### config.mk
export PLATFORM = sky130hd
export DESIGN_NAME = sram_port_ctrl
export DESIGN_NICKNAME = d
export VERILOG_FILES = /design/src/rtl/sram_port_ctrl.sv
export SDC_FILE = /design/constraint.sdc
export NUM_CORES = 1
export LEC_CHECK = 0
export CELL_PAD_IN_SITES_DETAIL_PLACEMENT = 2
export CELL_PAD_IN_SITES_GLOBAL_PLACEMENT = 2
export CORE_MARGIN = 3
export CORE_UTILIZATION = 25
export CTS_CLUSTER_DIAMETER = 40
export DETAILED_ROUTE_END_ITERATION = 10
export PLACE_DENSITY_LB_ADDON = 0.1
export SYNTH_ARGS = -nofsm -noshare
export SYNTH_HDL_FRONTEND = slang
export SYNTH_SLANG_ARGS = --single-unit
### constraint.sdc
create_clock -name i_clk -period 3 [get_ports i_clk]
set_clock_uncertainty 0.05 [all_clocks]
set_input_delay 0.45 -clock i_clk [delete_from_list [all_inputs] [get_ports i_clk]]
set_output_delay 0.45 -clock i_clk [all_outputs]
set_load 0.01 [all_outputs]
### src/rtl/sram_port_ctrl.sv
// sram_port_ctrl
//   Multi-cycle port between the CPU's MAR/MDR and an external asynchronous
//   SRAM, using a valid/ready request and a one-cycle response pulse. A
//   single memory-mapped I/O address (IO_ADDR) is served internally: reads
//   return the board switches and writes load the hex-display register.
//
//   state   | meaning
//   --------+---------------------------------------------------------------
//   IDLE    | ready for a request, strobes inactive
//   ACCESS  | SRAM strobes asserted for WAIT_STATES cycles
//   RECOVER | write only: WE released, data and CE held for hold time
//   DONE    | o_rsp_valid pulse, strobes inactive
//
// Ports
//   i_clk, i_reset            clock, synchronous active-high reset
//   i_req_valid/o_req_ready   request handshake
//   i_req_we                  1 = write, 0 = read
//   i_req_addr, i_req_wdata   request address and write data
//   o_rsp_valid, o_rsp_rdata  completion pulse and read data (held)
//   i_switches, o_hex_out     I/O-mapped switches and hex-display register
//   o_sram_*                  SRAM address, active-low strobes, write data
//   i_sram_rdata              data from the tristate buffer
//   o_sram_drive              tristate output enable (1 = drive the bus)
//   o_busy                    high in every state except IDLE

module sram_port_ctrl #(
    parameter int                DATA_W      = 16,
    parameter int                ADDR_W      = 16,
    parameter int                SRAM_ADDR_W = 20,
    parameter int                WAIT_STATES = 2,
    parameter logic [ADDR_W-1:0] IO_ADDR     = '1
) (
    input  logic                   i_clk,
    input  logic                   i_reset,
    input  logic                   i_req_valid,
    output logic                   o_req_ready,
    input  logic                   i_req_we,
    input  logic [ADDR_W-1:0]      i_req_addr,
    input  logic [DATA_W-1:0]      i_req_wdata,
    output logic                   o_rsp_valid,
    output logic [DATA_W-1:0]      o_rsp_rdata,
    input  logic [DATA_W-1:0]      i_switches,
    output logic [DATA_W-1:0]      o_hex_out,
    output logic [SRAM_ADDR_W-1:0] o_sram_addr,
    output logic                   o_sram_ce_n,
    output logic                   o_sram_oe_n,
    output logic                   o_sram_we_n,
    output logic                   o_sram_ub_n,
    output logic                   o_sram_lb_n,
    output logic [DATA_W-1:0]      o_sram_wdata,
    input  logic [DATA_W-1:0]      i_sram_rdata,
    output logic                   o_sram_drive,
    output logic                   o_busy
);

    typedef enum logic [1:0] {
        S_IDLE    = 2'd0,
        S_ACCESS  = 2'd1,
        S_RECOVER = 2'd2,
        S_DONE    = 2'd3
    } state_t;

    localparam logic [3:0] WAIT_INIT = 4'(WAIT_STATES);

    state_t                 r_state;
    logic [3:0]             r_wait_cnt;
    logic                   r_we;
    logic                   r_rsp_valid;
    logic [DATA_W-1:0]      r_rsp_rdata;
    logic [DATA_W-1:0]      r_hex_out;
    logic [SRAM_ADDR_W-1:0] r_sram_addr;
    logic [DATA_W-1:0]      r_sram_wdata;
    logic                   r_ce_n;
    logic                   r_oe_n;
    logic                   r_we_n;
    logic                   r_bytes_n;
    logic                   r_drive;

    logic                   w_is_io;

    assign w_is_io = (i_req_addr == IO_ADDR);

    // Strobes are registered and set on the edge that enters each state, so
    // they line up exactly with the state they belong to.
    always_ff @(posedge i_clk) begin
        if (i_reset) begin
            r_state      <= S_IDLE;
            r_wait_cnt   <= 4'd0;
            r_we         <= 1'b0;
            r_rsp_valid  <= 1'b0;
            r_rsp_rdata  <= '0;
            r_hex_out    <= '0;
            r_sram_addr  <= '0;
            r_sram_wdata <= '0;
            r_ce_n       <= 1'b1;
            r_oe_n       <= 1'b1;
            r_we_n       <= 1'b1;
            r_bytes_n    <= 1'b1;
            r_drive      <= 1'b0;
        end else begin
            r_rsp_valid <= 1'b0;
            case (r_state)
                S_IDLE: begin
                    if (i_req_valid) begin
                        r_we         <= i_req_we;
                        r_sram_addr  <= SRAM_ADDR_W'(i_req_addr);
                        r_sram_wdata <= i_req_wdata;
                        if (w_is_io) begin
                            // I/O access completes without touching the SRAM
                            if (i_req_we) begin
                                r_hex_out <= i_req_wdata;
                            end else begin
                                r_rsp_rdata <= i_switches;
                            end
                            r_rsp_valid <= 1'b1;
                            r_state     <= S_DONE;
                        end else begin
                            r_wait_cnt <= WAIT_INIT;
                            r_ce_n     <= 1'b0;
                            r_bytes_n  <= 1'b0;
                            r_oe_n     <= i_req_we;
                            r_we_n     <= ~i_req_we;
                            r_drive    <= i_req_we;
                            r_state    <= S_ACCESS;
                        end
                    end
                end
                S_ACCESS: begin
                    r_wait_cnt <= r_wait_cnt - 4'd1;
                    if (r_wait_cnt == 4'd1) begin
                        if (r_we) begin
                            // release WE first; CE and bus drive stay for hold time
                            r_we_n  <= 1'b1;
                            r_state <= S_RECOVER;
                        end else begin
                            r_rsp_rdata <= i_sram_rdata;
                            r_ce_n      <= 1'b1;
                            r_oe_n      <= 1'b1;
                            r_bytes_n   <= 1'b1;
                            r_rsp_valid <= 1'b1;
                            r_state     <= S_DONE;
                        end
                    end
                end
                S_RECOVER: begin
                    r_ce_n      <= 1'b1;
                    r_bytes_n   <= 1'b1;
                    r_drive     <= 1'b0;
                    r_rsp_valid <= 1'b1;
                    r_state     <= S_DONE;
                end
                S_DONE: begin
                    r_state <= S_IDLE;
                end
                default: begin
                    r_state <= S_IDLE;
                end
            endcase
        end
    end

    // Ready is held low for as long as reset is asserted.
    assign o_req_ready  = (r_state == S_IDLE) && !i_reset;
    assign o_busy       = (r_state != S_IDLE);
    assign o_rsp_valid  = r_rsp_valid;
    assign o_rsp_rdata  = r_rsp_rdata;
    assign o_hex_out    = r_hex_out;
    assign o_sram_addr  = r_sram_addr;
    assign o_sram_wdata = r_sram_wdata;
    assign o_sram_ce_n  = r_ce_n;
    assign o_sram_oe_n  = r_oe_n;
    assign o_sram_we_n  = r_we_n;
    assign o_sram_ub_n  = r_bytes_n;
    assign o_sram_lb_n  = r_bytes_n;
    assign o_sram_drive = r_drive;

endmodule
==> impl_metrics.ini <==
[timing]
worstMarginPinSlew_ns = 0.938
fin_setup_tns_ns = 0
maxClockFrequency_ghz = 0.418
min_period_over_period_pct = 79.8
max-slew-margin-rel_pct = 37.4
rsz0062_at_grt = no
drv_slew = 0
fin_crit_ns = 2.39
hold_violations = 0
setup_viol = 0
worst_slack_ns = 0.606

[setup_path]
crit_type = reg2out
reg2reg_slack_ns = 0.62
worstRegToRegCells = 7
critPathMaxFanout = 7
cp.arrival_ns = 1.89
timing.rr.end = o_rsp_rdata[13]$_SDFFE_PP0P_
slowest_delay_ns = 0.57
slowest_stage = clkdlybuf4s50_1
end_kind = primary output
cp.required_ns = 2.50
start_kind = flip-flop
worstReg2RegStart = r_state[1]$_SDFFE_PP0P_
path_cells = inv_1 -> ha_1 -> clkinv_1 -> buf_4 -> clkdlybuf4s50_1
cpLargestDelayFamily = buffers and inverters
cp_num_buf_inv = 4

[clock_tree]
cts_made_buffers = 9
path_clk_slew_ns = 0.06
cts_sinks = 76
root_buffer = clkbuf_16
post-cts-setup-buffers = 0
clk_latency_ns = 0.34
htreeDepth = 3
cts_resized = 0
cts_tree = yes
clock_path_buffers = 2
ctsHoldBuffers = 0

[pwr]
p_seq_share_pct = 32.2
worst_ir_drop_vdd_mv = 0.391
power_w = 0.00379
combPwrFrac_pct = 34.8
p_sw_w = 0.00125
p_int_w = 0.00254
swShare_pct = 32.9
clkPwrFrac_pct = 33.1
p_leak_nw = 1.83
power_density_nw_per_um2 = 719

[placed_design]
post-place-cells = 682
routabilityCongestion = 0.729
pre_cts_ws_ns = 0.298
port_buffers = 140
dpl_cell_area_um2 = 4930
post-dp-hpwl_um = 8910

[min_path]
hold_path_end = o_sram_wdata[5]$_SDFFE_PP0P_
min_from = o_sram_wdata[5]$_SDFFE_PP0P_
hold_path_class = reg2reg
hold_depth = 2

[floorplanning]
start_util_pct = 26.3
io_pins = 145
core_area_um2 = 12900
chipHeight_um = 123
rows = 41
die_area_um2 = 15000
die_w_um = 123

[global_routing]
grt_max_degree = 81
gr-total-overflow = 0
grt_pass1_vias = 3758
grt_usage_pct = 17.1
grt_antenna_before_repair = 0
grt_pass1_wl_um = 20000

[route]
routedWlPerCell_um = 17.5
drc_errors = 0
drt_wl_total_um = 12200
vias = 3401
postRouteAntennaNets = 0
avgViaCountPerCell = 4.87
first_pass_iters = 4
drt-initial-drc-count = 136

[final_layout]
nNetsFinal = 595
layout_commonest_cell = clkdlybuf4s50_1
stdcell_area_um2 = 5270
drive_gt1_share_pct = 9.13
final_cells = 698
area_growth_pct = 55.1
diodes = 0
layout_common_cells = 139 x clkdlybuf4s50_1, 76 x dfxtp_1, 72 x nand2_1

[logic_synthesis]
yosys.area.top_type_share_pct = 44.8
synth_cell_types = 45
netlist_area_um2 = 3400
ys_seq_elements = 76
synthCells = 392
ys_seq_area_share_pct = 44.8
synthFlopType = dfxtp_1
synth_area_leaders = dfxtp_1 45%, nand2_1 8.0%, a21oi_1 7.8%
synth_edf_count = 0
yosysTopAreaCell = dfxtp_1
yosysWarnings = 0
synth_async_sr_flop_share_pct = 0
syn_avg_cell_area_um2 = 8.67

[run_status]
status = finished, final reports clean

[run]
max_cap_viol_count = 0
[layout make-up]
| cell class | count | area (µm²) |
|---|---|---|
| Inverter | 6 | 22.5 |
| Clock buffer | 10 | 229 |
| Clock inverter | 6 | 113 |
| Fill cell | 1459 | 7660 |
| Multi-Input combinational cell | 274 | 1670 |
| Timing Repair Buffer | 154 | 1500 |
| Tap cell | 172 | 215 |
| Sequential cell | 76 | 1520 |
[power by group through the flow]
stage | Clock [W] | Sequential (W) | Combinational [W]
floorplan | 0 | 0.00127 | 0.000719
global placement | 0 | 0.00123 | 0.00131
detailed placement | 0 | 0.00124 | 0.00133
CTS | 0.00129 | 0.00122 | 0.00135
global route | 0.00134 | 0.00124 | 0.00146
finish | 0.00125 | 0.00122 | 0.00132
[flip-flops by register name, summed over array words and instances, names as in the netlist]
signal	flops
r_we	1
o_sram_addr	16
o_sram_oe_n	1
o_rsp_rdata	16
o_sram_we_n	1
o_sram_drive	1
o_rsp_valid	1
o_sram_lb_n	1
o_sram_wdata	16
o_hex_out	16
r_state	2
r_wait_cnt	4
[worst max-delay path by stage]
stage | startpoint | end | slack [ns] | cells after the start
finish | r_state[0]$_SDFFE_PP0P_ | o_busy | 0.61 | 5
global route | r_state[1]$_SDFFE_PP0P_ | o_rsp_rdata[14]$_SDFFE_PP0P_ | 0.35 | 7
CTS | r_state[1]$_SDFFE_PP0P_ | o_rsp_rdata[13]$_SDFFE_PP0P_ | 0.59 | 7
detailed placement | i_req_addr[5] | o_hex_out[5]$_SDFFE_PP0P_ | 0.30 | 5
global placement | i_req_addr[5] | o_hex_out[2]$_SDFFE_PP0P_ | 0.38 | 5
floorplan | r_state[0]$_SDFFE_PP0P_ | o_rsp_rdata[10]$_SDFFE_PP0P_ | 0.95 | 8
[cell usage after synthesis (2+ instances only)]
cell      number
a211oi_1      28
a211oi_2      10
a21oi_1       53
a311oi_1       2
and2_1         3
and3_1         2
buf_2          5
buf_4          7
clkbuf_1      24
dfxtp_1       76
ha_1           6
inv_1          5
mux2i_1       19
nand2_1       72
nand3_1       16
nand4_1        4
nor2_1        10
nor3_1         2
nor3b_1        2
nor4_1         2
o21ai_0       20
[worst min-delay path, stage by stage (launching register included)]
cell and delay (ns):
dfxtp_1 0.31, nand2_1 0.05, a21oi_1 0.05
[stage by stage]
step / hold slack (ns) / util (%)
after floorplan: 0.429 / -
after global placement: 0.392 / 38.1
after detailed placement: 0.399 / 38.1
after CTS: 0.407 / 40.8
after global routing: 0.428 / 40.8
final: 0.405 / 40.8
[layer usage]
| metal | vias up | track usage (%) | wire length, µm |
|---|---|---|---|
| met5 | - | 0 | 0 |
| met4 | 0 | 3.78 | 107 |
| met3 | 9 | 5.94 | 687 |
| met2 | 80 | 30.3 | 6280 |
| met1 | 1670 | 19.9 | 5160 |
| li1 | 1642 | - | - |
[logic make-up (layout without fill, tap and decap cells)]
logic type	count (synthesis)	after routing	synth area share (%)
DFF	76	76	44.8
buffers and inverters	45	176	6.48
and+or+nand+nor	121	121	16.5
adders and majority gates	6	6	2.21
AOI/OAI and AO/OA	123	123	23.9
muxes	20	20	6.00
other	1	4	0.110
No activity file was read; power rests on OpenSTA's default activity.
